### src/rtl/piso_serializer.sv
// piso_serializer: parallel-in / serial-out transmitter.
// This module accepts a WIDTH-bit word through a valid/ready handshake.
// It then presents the word one bit per cycle, advancing only on edges where shift_en=1.
// A new word may be accepted on the advancing edge of the final bit, so consecutive frames
// follow each other with no idle cycle.
// Optional feature: define PISO_PARITY_EN to append a parity bit after the data bits.
// The parity is even when PARITY_ODD=0 and odd when PARITY_ODD=1.
module piso_serializer #(
  parameter int WIDTH      = 8,
  parameter int LSB_FIRST  = 0,
  parameter int PARITY_ODD = 0
) (
  input  logic             clk,
  input  logic             reset,
  input  logic [WIDTH-1:0] parallel_in,
  input  logic             load_valid,
  output logic             load_ready,
  input  logic             shift_en,
  output logic             serial_out,
  output logic             serial_valid,
  output logic             done
);

  localparam int CNT_W = $clog2(WIDTH + 1);
  localparam logic [CNT_W-1:0] LAST_DATA = CNT_W'(WIDTH - 1);

  // Reject parameter values that would produce a meaningless serializer.
  if (WIDTH < 2) begin : g_bad_width
    $error("piso_serializer: WIDTH must be >= 2");
  end
  if (!(LSB_FIRST == 0 || LSB_FIRST == 1)) begin : g_bad_order
    $error("piso_serializer: LSB_FIRST must be 0 or 1");
  end
  if (!(PARITY_ODD == 0 || PARITY_ODD == 1)) begin : g_bad_parity
    $error("piso_serializer: PARITY_ODD must be 0 or 1");
  end

  typedef enum logic [1:0] {
    ST_IDLE   = 2'd0,
    ST_SHIFT  = 2'd1
`ifdef PISO_PARITY_EN
    ,
    ST_PARITY = 2'd2
`endif
  } state_t;

  state_t           state_reg, state_next;
  logic [WIDTH-1:0] shift_reg, shift_next;
  logic [CNT_W-1:0] cnt_reg, cnt_next;
`ifdef PISO_PARITY_EN
  logic             parity_reg, parity_next;
`endif

  // The bit currently on the wire is always at the outgoing end of the shift register.
  logic             head_bit;
  logic [WIDTH-1:0] shifted;
  assign head_bit = (LSB_FIRST != 0) ? shift_reg[0] : shift_reg[WIDTH-1];
  assign shifted  = (LSB_FIRST != 0) ? (shift_reg >> 1) : (shift_reg << 1);

  // State and datapath registers; an asynchronous reset aborts any frame in flight.
  always_ff @(posedge clk or negedge reset) begin
    if (!reset) begin
      state_reg  <= ST_IDLE;
      shift_reg  <= '0;
      cnt_reg    <= '0;
`ifdef PISO_PARITY_EN
      parity_reg <= 1'b0;
`endif
    end else begin
      state_reg  <= state_next;
      shift_reg  <= shift_next;
      cnt_reg    <= cnt_next;
`ifdef PISO_PARITY_EN
      parity_reg <= parity_next;
`endif
    end
  end

  // Next-state, datapath update and output decode.
  always_comb begin
    state_next   = state_reg;
    shift_next   = shift_reg;
    cnt_next     = cnt_reg;
`ifdef PISO_PARITY_EN
    parity_next  = parity_reg;
`endif
    serial_out   = 1'b0;
    serial_valid = 1'b0;
    done         = 1'b0;
    load_ready   = 1'b0;

    case (state_reg)
      ST_IDLE: begin
        // shift_en has no meaning while idle; only a new word matters here.
        load_ready = 1'b1;
      end

      ST_SHIFT: begin
        serial_valid = 1'b1;
        serial_out   = head_bit;
`ifndef PISO_PARITY_EN
        // Without parity the last data bit closes the frame, so it carries done and the overlap.
        done       = (cnt_reg == LAST_DATA);
        load_ready = done & shift_en;
`endif
        if (shift_en) begin
          if (cnt_reg == LAST_DATA) begin
`ifdef PISO_PARITY_EN
            state_next = ST_PARITY;
            cnt_next   = cnt_reg + CNT_W'(1);
`else
            state_next = ST_IDLE;
            shift_next = '0;
            cnt_next   = '0;
`endif
          end else begin
            shift_next = shifted;
            cnt_next   = cnt_reg + CNT_W'(1);
          end
        end
      end

`ifdef PISO_PARITY_EN
      ST_PARITY: begin
        serial_valid = 1'b1;
        serial_out   = parity_reg;
        done         = 1'b1;
        load_ready   = shift_en;
        if (shift_en) begin
          state_next = ST_IDLE;
          shift_next = '0;
          cnt_next   = '0;
        end
      end
`endif

      default: begin
        state_next = ST_IDLE;
        shift_next = '0;
        cnt_next   = '0;
      end
    endcase

    // An accept overrides whatever the frame logic chose.
    // This lets the next word start right behind the final bit.
    if (load_valid && load_ready) begin
      state_next  = ST_SHIFT;
      shift_next  = parallel_in;
      cnt_next    = '0;
`ifdef PISO_PARITY_EN
      parity_next = (^parallel_in) ^ (PARITY_ODD != 0);
`endif
    end
  end

endmodule

### config.mk
export PLATFORM = sky130hd
export DESIGN_NAME = piso_serializer
export DESIGN_NICKNAME = d
export VERILOG_FILES = /design/src/rtl/piso_serializer.sv
export SDC_FILE = /design/constraint.sdc
export NUM_CORES = 1
export LEC_CHECK = 0
export BUFFER_PORTS_ARGS = -buffer_cell sky130_fd_sc_hd__buf_2
export CORE_AREA = 2 2 43 45
export CTS_CLUSTER_DIAMETER = 150
export DETAILED_ROUTE_END_ITERATION = 12
export DIE_AREA = 0 0 45 47
export GPL_TIMING_DRIVEN = 0
export HOLD_SLACK_MARGIN = 0.06
export PLACE_DENSITY = 0.69
export SLEW_MARGIN = 10
export SYNTH_ARGS = -nofsm -noshare
export SYNTH_HDL_FRONTEND = slang
export SYNTH_SLANG_ARGS = --single-unit
### constraint.sdc
create_clock -name clk -period 1.3 [get_ports clk]
set_input_delay 0.195 -clock clk [delete_from_list [all_inputs] [get_ports clk]]
set_output_delay 0.195 -clock clk [all_outputs]
set_load 0.05 [all_outputs]
Word-level counts from Yosys, hierarchy flattened
Index checks and enable logic that the tools add are counted.
- flip-flop bits (word level): 14
- input port bits: 12
- output and inout port bits: 4
- logic and storage cells: 30
- $add $sub $neg: 1
- equal/unequal tests: 5
- muxes and demuxes: 16
- bitwise logic cells: 1
- reduce and logical (&&, ||, !) cells: 4
- operator list (cell ; number):
    two-way mux 8 bit ; 3
    one-hot mux 8 bit (2 select lines) ; 1
    two-way mux 4 bit ; 3
    one-hot mux 4 bit (2 select lines) ; 1
    two-way mux 2 bit ; 3
    inequality test 3 bit (second input constant) ; 2
    adder 4 x 1 -> 4 bit (second input constant) ; 1
    equality test 4 x 3 -> 1 bit (second input constant) ; 1
    one-hot mux 2 bit (2 select lines) ; 1
    two-way mux 1 bit ; 3
    AND reduction 3 bit ; 1
    equality test 2 x 1 -> 1 bit (second input constant) ; 1
    zero test 2 bit ; 1
    inequality test 2 bit (second input constant) ; 1
    one-hot mux 1 bit (2 select lines) ; 1
    AND reduction 2 bit ; 1
    AND 1 bit ; 1
    logical AND 1 bit ; 1

Logic depth before layout (Yosys ltp)
Gate-level depths: netlist (run 1).
- word-level depth: 6
- gate-level depth with buffers: 4
- gate-level depth less buffers: 4

Worst setup path before layout (run 1)
OpenSTA, ideal clock, no wires.
- path kind: reg2reg
- from: reg state_reg[0]
- to: reg cnt_reg[3]
- setup time: 0.069 ns
- data arrival time: 1.466 ns
- data required time: 1.231 ns
- slack: -0.234 ns
- stages on the path, launching flop included: 5
- path buffers: 1
- period minus slack after synthesis: 1.534 ns
- cell sequence: dfrtp_1 -> buf_4 -> nand2_1 -> or4_1 -> nand3_1
- longest elaborated chain between the ends: 5
- elaborated cells on any way between the ends: 9
- classes of those cells: 3 x eq/ne; 3 x mux; 3 x reduce/logical
- RTL lines (element ; line ; source):
    from (decl) ; 47 ; state_t state_reg, state_next;
    from (signal assigned) ; 70 ; state_reg <= state_next;
    equality test 2 x 1 -> 1 bit or zero test 2 bit (tied branches) ; 92 ; case (state_reg)
    one-hot mux 1 bit (2 select lines) ; 92 ;
    logical AND 1 bit ; 146 ; if (load_valid && load_ready) begin
    inequality test 3 bit (no line) or inequality test 2 bit (tied branches) ; n/a ;
    AND reduction 2 bit (no line) ; n/a ;
    to (signal assigned) ; 72 ; cnt_reg <= cnt_next;
    to (decl) ; 49 ; logic [CNT_W-1:0] cnt_reg, cnt_next;
Several ways; a longest one is shown, not always the timed one.
A chain may end at the register's enable or synchronous reset.

Worst setup path after layout (run 1)
- from: reg cnt_reg[0]
- to: out done
- longest elaborated chain between the ends: 2
- RTL lines (element ; line ; source):
    equality test 4 x 3 -> 1 bit ; 103 ; done = (cnt_reg == LAST_DATA);
    two-way mux 1 bit ; 92 ;
    to (decl) ; 21 ; output logic done
Every way passes these cells.

==> flow_summary.json, run 1 <==
{
  "largest_reg_flops": 8,
  "numPortBuffers": 15,
  "synth_nets": 68,
  "reg2reg_setup_slack_ns": -0.21,
  "crit_slowest_cell": "dfrtp_1",
  "synth_area_leader_cell": "dfrtp_1",
  "antenna_found_initial": 0,
  "ys_warn_count": 0,
  "clk_pin_slew_ns": 0.08,
  "finalWirelength_um": 1480,
  "fmax_mhz": 633,
  "antenna_cells": 0,
  "synth_commonest_cells": "13 x dfrtp_1, 8 x and2_1, 7 x a221o_1",
  "clk_latency_ns": 0.27,
  "ir_drop_uv": 770,
  "die_x_um": 45,
  "yosysMostFrequentCell": "dfrtp_1",
  "hold_path.startpoint": "parallel_in[0]",
  "area_growth_pct": 42.8,
  "syn_inst": 55,
  "numCtsBuffers": 3,
  "rsz0062_at_grt": "true",
  "synthTopCellsByArea": "dfrtp_1 51%, a221o_1 11%, and2_1 7.9%",
  "status": "complete, but fails checks",
  "drive_above_1_share_pct": 47.6,
  "relSlewSlack_pct": 67.7,
  "ant_nets": 0,
  "async_flop_share_pct": 100,
  "rows": 15,
  "first_pass_iters": 4,
  "grt_pass1_vias": 557,
  "syn_area_um2": 634,
  "core-area_um2": 1650,
  "fill_cells": 153,
  "grt_max_degree": 14,
  "clockBufferDepth": 2,
  "globalplace.congestion": 0.681,
  "netlist.area_leader.share_pct": 51.3,
  "cts_tree": "built",
  "crit_chain": "ha_4 > and3b_2 > and2_4 > buf_8",
  "startpoint": "cnt_reg[0]$_DFFE_PN0P_",
  "fin_nets": 96,
  "cts_root_buf": "clkbuf_4",
  "fin_cells": 99,
  "period_minus_slack_ns": 1.58,
  "clock_sinks": 13,
  "synthDistinctLibCells": 24,
  "fp.dieArea_um2": 2120,
  "hold-worst-slack_ns": 0.135,
  "power.total_uw": 1670,
  "start_kind": "register",
  "yosysSeqAreaShare_pct": 51.3,
  "min_to": "shift_reg[0]$_DFFE_PN0P_",
  "die_h_um": 47,
  "ys_ff_latch": 13,
  "post-place-cells": 87,
  "finalHoldViolations": 0,
  "violations": "setup timing",
  "required_ns": 1.11,
  "syn_area_per_cell_um2": 11.5,
  "worst_slack_ns": -0.280,
  "pre_cts_ws_ns": -0.299,
  "cellLeakagePower_uw": 0.000433,
  "r2r_start": "cnt_reg[0]$_DFFE_PN0P_",
  "crit_type": "reg -> out",
  "drc": 0,
  "setup_viol_count_final": 14,
  "grt_usage_pct": 17.1,
  "start_util_pct": 38.4,
  "holdPathStages": 2,
  "via_per_inst": 5.62,
  "p_per_area_nw_per_um2": 1840,
  "worstSetupEndpointType": "output port",
  "arrival_ns": 1.38,
  "hpwl_um": 919,
  "grt_first_pass_wirelength_um": 2530,
  "tightest_slew_ns": 0.475,
  "drv_cap": 0,
  "finalCritPeriodShare_pct": 122,
  "finalMaxSlewViolations": 0,
  "wl_per_cell_um": 14.9,
  "r2r_end": "cnt_reg[3]$_DFFE_PN0P_",
  "vias": 556,
  "fin_skew_ns": 0.00389,
  "reg2reg_depth": 5,
  "synth-edff-count": 0,
  "cpPeakStageDelay_ns": 0.42,
  "boundaryPins": 16,
  "overflow": 0,
  "crit_buf_inv": 1,
  "crit_family": "flip-flops",
  "cts_max_level": 1,
  "drt-initial-drc-count": 5,
  "synthFlopType": "dfrtp_1",
  "min_path_type": "in -> reg",
  "critPathMaxFanout": 3
}
==> worst max-delay path by stage <==
stage	to	slack, ns	cells past startpoint
5_1_grt	done	-0.31	4
3_3_place_gp	cnt_reg[0]$_DFFE_PN0P_	-0.25	4
4_1_cts	done	-0.29	4
3_5_place_dp	shift_reg[4]$_DFFE_PN0P_	-0.30	4
2_1_floorplan	cnt_reg[3]$_DFFE_PN0P_	-0.05	4
6_report	done	-0.28	4
==> per-stage QoR <==
stage | setup TNS (ns) | area, µm² | utilization, %
floorplan | -0.213 | 646 | -
global placement | -2.00 | 742 | 44.9
detailed placement | -2.29 | 742 | 44.9
CTS | -1.96 | 867 | 52.5
global route | -2.36 | 906 | 54.8
finish | -1.67 | 906 | 54.8
==> metal layers <==
metal | wire length (µm) | global-route usage, %
met4 | 36 | 12.4
met1 | 659 | 20.8
met3 | 43 | 2.31
met2 | 740 | 28.0
met5 | 0 | 0
==> final cells by class <==
cell class	count	area, µm²	area share [%]
sequential	13	327	36.0
multi-input combinational	41	340	37.6
tap	17	21.3	2.35
timing repair buffer	23	180	19.9
clock buffer	4	26.3	2.90
buffer	1	11.3	1.24
==> layout by cell type (no fill, tap or decap), types with 2 or more instances in the layout <==
cell	count
a221o_1	7
buf_4	6
buf_8	3
and2_1	7
buf_2	12
dfrtp_1	12
nand2_1	2
nand2_2	2
nand3_1	2
clkbuf_4	3
==> repair_timing <==
item	CTS	global route
hold endpoints to repair	13	0
pin swaps	4	3
setup endpoints to repair	13	14
buffers inserted	5	2
resized for setup	13	5
hold buffers	1	0
==> report_power, final <==
group / internal [µW] / switching [µW] / leakage (µW) / total (µW)
sequential: 541 / 118 / 0.000166 / 659
clock: 119 / 127 / 0.0000150 / 246
combinational: 422 / 341 / 0.000251 / 763
==> logic make-up (layout without fill, tap and decap cells) <==
family | after synthesis | after routing | share of synthesized area, %
compound gates | 13 | 13 | 18.5
fa+ha+maj | 1 | 1 | 1.97
flops | 13 | 13 | 51.3
mux | 2 | 2 | 3.35
xor+xnor | 1 | 1 | 1.38
simple gates | 24 | 24 | 22.3
buf+inv | 1 | 28 | 1.18
Note: power is estimated with default switching activity, not from simulation.
==> inputs of run 2 (changes only) <==
--- a/config.mk
+++ b/config.mk
@@ -6,6 +6,7 @@
 export NUM_CORES = 1
 export LEC_CHECK = 0
 export BUFFER_PORTS_ARGS = -buffer_cell sky130_fd_sc_hd__buf_2
+export CAP_MARGIN = 20
 export CORE_AREA = 2 2 43 45
 export CTS_CLUSTER_DIAMETER = 150
 export DETAILED_ROUTE_END_ITERATION = 12
@@ -13,6 +14,7 @@
 export GPL_TIMING_DRIVEN = 0
 export HOLD_SLACK_MARGIN = 0.06
 export PLACE_DENSITY = 0.69
+export SETUP_SLACK_MARGIN = 0.3
 export SLEW_MARGIN = 10
 export SYNTH_ARGS = -nofsm -noshare
 export SYNTH_HDL_FRONTEND = slang
==> flow_summary.json, run 2 (synthesis results as in run 1) <==
{
  "fmax_mhz": 635,
  "tightest_slew_ns": 0.444,
  "cellLeakagePower_uw": 0.000464,
  "crit_family": "flip-flops",
  "overflow": 0,
  "crit_slowest_cell": "dfrtp_1",
  "multi_input_area_um2": 349,
  "min_path_type": "in -> reg",
  "clockBufferDepth": 2,
  "fin_nets": 101,
  "required_ns": 1.11,
  "startpoint": "cnt_reg[1]$_DFFE_PN0P_",
  "clk_latency_ns": 0.27,
  "finalHoldViolations": 0,
  "finalWirelength_um": 1620,
  "numPortBuffers": 15,
  "arrival_ns": 1.38,
  "setup_viol_count_final": 15,
  "final_cell_mix": "12 x dfrtp_1, 11 x buf_2, 10 x buf_4",
  "cts_max_level": 1,
  "drt-initial-drc-count": 14,
  "pre_cts_ws_ns": -0.270,
  "critPathMaxFanout": 3,
  "boundaryPins": 16,
  "core-area_um2": 1650,
  "period_minus_slack_ns": 1.57,
  "cts_root_buf": "clkbuf_4",
  "grt_usage_pct": 17.7,
  "p_per_area_nw_per_um2": 1820,
  "violations": "setup timing",
  "finalCritPeriodShare_pct": 121,
  "clk_pin_slew_ns": 0.08,
  "rsz0062_at_grt": "true",
  "relSlewSlack_pct": 69.8,
  "fill_cells": 142,
  "clock_sinks": 13,
  "status": "complete, but fails checks",
  "hpwl_um": 925,
  "area_growth_pct": 49.7,
  "finalMaxSlewViolations": 0,
  "layout_commonest_cell": "dfrtp_1",
  "cpPeakStageDelay_ns": 0.41,
  "ir_drop_uv": 678,
  "grt_max_degree": 14,
  "fin_skew_ns": 0.00306,
  "final_core_util_pct": 57.5,
  "grt_first_pass_wirelength_um": 2530,
  "worst_slack_ns": -0.274,
  "antenna_found_initial": 0,
  "crit_chain": "ha_2 > and3b_2 > and2_4 > buf_8",
  "numCtsBuffers": 3,
  "first_pass_iters": 4,
  "r2r_start": "cnt_reg[1]$_DFFE_PN0P_",
  "grt_pass1_vias": 533,
  "rows": 15,
  "power.total_uw": 1720,
  "crit_type": "reg -> out",
  "vias": 572,
  "die_x_um": 45,
  "ant_nets": 0,
  "fp.dieArea_um2": 2120,
  "drive_above_1_share_pct": 54.0,
  "cts_tree": "built",
  "via_per_inst": 5.50,
  "drc": 0,
  "start_kind": "register",
  "drv_cap": 0,
  "largest_reg_flops": 8,
  "start_util_pct": 38.4,
  "die_h_um": 47,
  "globalplace.congestion": 0.684,
  "hold_path.startpoint": "parallel_in[0]",
  "seqCellArea_um2": 327,
  "crit_buf_inv": 1,
  "antenna_cells": 0,
  "worstSetupEndpointType": "output port",
  "wl_per_cell_um": 15.6
}
[run 2: worst paths after layout]
path / cells after the start / slack (ns) / endpoint
min in group asynchronous: 2 / 0.35 / shift_reg[0]$_DFFE_PN0P_
max in group asynchronous: 2 / 0.70 / state_reg[0]$_DFFE_PN0P_
worst min register to register: 1 / 0.52 / shift_reg[3]$_DFFE_PN0P_
worst min-delay path: 2 / 0.15 / shift_reg[0]$_DFFE_PN0P_
worst max register to register: 5 / -0.22 / cnt_reg[3]$_DFFE_PN0P_
worst max-delay path: 4 / -0.27 / done
[run 2: timing repair]
action / 4_1_cts / 5_1_grt
resized for setup: 21 / 4
hold endpoints to repair: 13 / 0
hold buffers: 1 / 0
setup buffers: 8 / 4
pin swaps: 12 / 1
setup endpoints to repair: 17 / 17
[run 2: area by class of cell]
class | count | area share (%)
Multi-Input combinational cell | 41 | 36.8
Timing Repair Buffer | 28 | 22.7
Tap cell | 17 | 2.24
Clock buffer | 4 | 2.77
Sequential cell | 13 | 34.4
Buffer | 1 | 1.19
[run 2: where the power goes]
group / switching, µW / leakage (µW) / internal, µW
Sequential: 110 / 0.000166 / 541
Combinational: 366 / 0.000282 / 460
Clock: 127 / 0.0000150 / 119
Total: 603 / 0.000464 / 1120
[run 2: through the flow]
step | setup TNS, ns | instances | cell area [µm²] | hold WS [ns]
2_1_floorplan | -0.213 | 55 | 646 | -0.101
3_3_place_gp | -2.00 | 87 | 742 | 0.102
3_5_place_dp | -2.06 | 87 | 742 | 0.101
4_1_cts | -1.29 | 100 | 907 | 0.149
5_1_grt | -2.78 | 104 | 950 | 0.134
6_report | -1.94 | 104 | 950 | 0.150
[run 2: per-layer routing]
metal | share of wire, % | global-route usage (%)
met1 | 41 | 21.3
met5 | 0 | 0
met4 | 1.8 | 10.6
met2 | 52 | 28.6
met3 | 4.6 | 4.62
==> inputs of run 3 (changes only) <==
--- a/config.mk
+++ b/config.mk
@@ -7,10 +7,10 @@
 export LEC_CHECK = 0
 export BUFFER_PORTS_ARGS = -buffer_cell sky130_fd_sc_hd__buf_2
 export CAP_MARGIN = 20
-export CORE_AREA = 2 2 43 45
+export CORE_AREA = 2 2 45 43
 export CTS_CLUSTER_DIAMETER = 150
 export DETAILED_ROUTE_END_ITERATION = 12
-export DIE_AREA = 0 0 45 47
+export DIE_AREA = 0 0 47 45
 export GPL_TIMING_DRIVEN = 0
 export HOLD_SLACK_MARGIN = 0.06
 export PLACE_DENSITY = 0.69
==> flow_summary.json, run 3 (synthesis results as in run 1) <==
{
  "status": "complete, but fails checks",
  "violations": "setup timing",
  "critPathMaxFanout": 2,
  "fmax_mhz": 646,
  "tightest_slew_ns": 0.466,
  "placed_area_um2": 751,
  "start_kind": "register",
  "worst_slack_ns": -0.247,
  "hpwl_um": 895,
  "numCtsBuffers": 3,
  "fill_cells": 141,
  "period_minus_slack_ns": 1.55,
  "numPortBuffers": 15,
  "via_per_inst": 5.24,
  "p_per_area_nw_per_um2": 1800,
  "clockBufferDepth": 2,
  "ant_nets": 0,
  "grt_pass1_vias": 541,
  "wl_per_cell_um": 13.2,
  "cellLeakagePower_uw": 0.000457,
  "first_pass_iters": 4,
  "setup_tns_ns": -1.90,
  "finalCritPeriodShare_pct": 119,
  "antenna_cells": 0,
  "die_h_um": 45,
  "finalHoldViolations": 0,
  "cts_tree": "built",
  "fin_nets": 99,
  "final_cell_area_um2": 941,
  "drive_above_1_share_pct": 51.8,
  "start_util_pct": 39.4,
  "grt_first_pass_wirelength_um": 2480,
  "fin_cells": 109,
  "clk_pin_slew_ns": 0.08,
  "final_core_util_pct": 58.4,
  "finalWirelength_um": 1440,
  "relSlewSlack_pct": 68.3,
  "boundaryPins": 16,
  "drc": 0,
  "setup_viol_count_final": 14,
  "globalplace.congestion": 0.705,
  "cts_max_level": 1,
  "finalMaxSlewViolations": 0,
  "cts_root_buf": "clkbuf_4",
  "drv_cap": 0,
  "fin_skew_ns": 0.00217,
  "hold-worst-slack_ns": 0.147,
  "arrival_ns": 1.35,
  "rsz0062_at_grt": "true",
  "crit_type": "reg -> out",
  "required_ns": 1.11,
  "rows": 14,
  "grt_max_degree": 14,
  "overflow": 0,
  "largest_reg_flops": 8,
  "min_path_type": "in -> reg",
  "clock_sinks": 13,
  "worstSetupEndpointType": "output port",
  "grt_usage_pct": 17.0,
  "final_cell_mix": "12 x buf_2, 12 x dfrtp_1, 8 x buf_4",
  "fp.dieArea_um2": 2120,
  "die_x_um": 47,
  "core-area_um2": 1610,
  "clk_latency_ns": 0.27,
  "vias": 571,
  "antenna_found_initial": 0,
  "ir_drop_uv": 909,
  "drt-initial-drc-count": 22,
  "post-place-cells": 94,
  "area_growth_pct": 48.3
}
[run 3: final timing paths]
kind                                          start                       end  slack [ns]  cells after the start
max                          cnt_reg[0]$_DFFE_PN0P_                      done       -0.25                      4
min                                  parallel_in[4]  shift_reg[4]$_DFFE_PN0P_        0.15                      2
max reg2reg                  cnt_reg[0]$_DFFE_PN0P_    cnt_reg[3]$_DFFE_PN0P_       -0.22                      5
min reg2reg                shift_reg[2]$_DFFE_PN0P_  shift_reg[3]$_DFFE_PN0P_        0.51                      1
max in group asynchronous                     reset  state_reg[0]$_DFFE_PN0P_        0.73                      2
min in group asynchronous                     reset    cnt_reg[2]$_DFFE_PN0P_        0.33                      2
[run 3: report_power, final]
group / internal (µW) / leakage (µW) / switching (µW) / total (µW)
clock network: 119 / 0.0000150 / 129 / 248
logic: 445 / 0.000275 / 361 / 806
registers: 541 / 0.000166 / 95.8 / 637
[run 3: per-layer routing]
layer / vias to the layer above / share of wire, % / GRT usage, %
li1: 267 / - / -
met1: 289 / 44 / 21.5
met2: 13 / 51 / 27.4
met3: 2 / 4.4 / 7.20
met4: 0 / 0.69 / 3.33
met5: - / 0 / 0
[run 3: what timing repair did]
action                     CTS  global route
hold buffers                 1             0
pin swaps                    7             4
gates resized for setup     21             4
gates cloned                 1             0
setup endpoints to repair   16            17
hold endpoints to repair    13             0
setup buffers                8             1
[run 3: layout make-up]
type	instances	area, µm²	share of cell area (%)
Tap cell	24	30.0	3.19
Buffer	1	11.3	1.20
Multi-Input combinational cell	41	349	37.1
Sequential cell	13	327	34.7
Timing Repair Buffer	26	198	21.0
Clock buffer	4	26.3	2.79
[run 3: worst max-delay path, stage by stage, from the launching register on]
cell     delay (ns)
dfrtp_1        0.39
ha_2           0.19
and3b_2        0.22
and2_4         0.14
buf_8          0.14
[run 3: stage by stage]
| stage | power (µW) | worst slack, ns |
|---|---|---|
| after floorplan | 1060 | -0.0476 |
| after global placement | 1170 | -0.245 |
| after detailed placement | 1190 | -0.229 |
| after CTS | 1630 | -0.241 |
| after global routing | 1790 | -0.304 |
| final | 1690 | -0.247 |
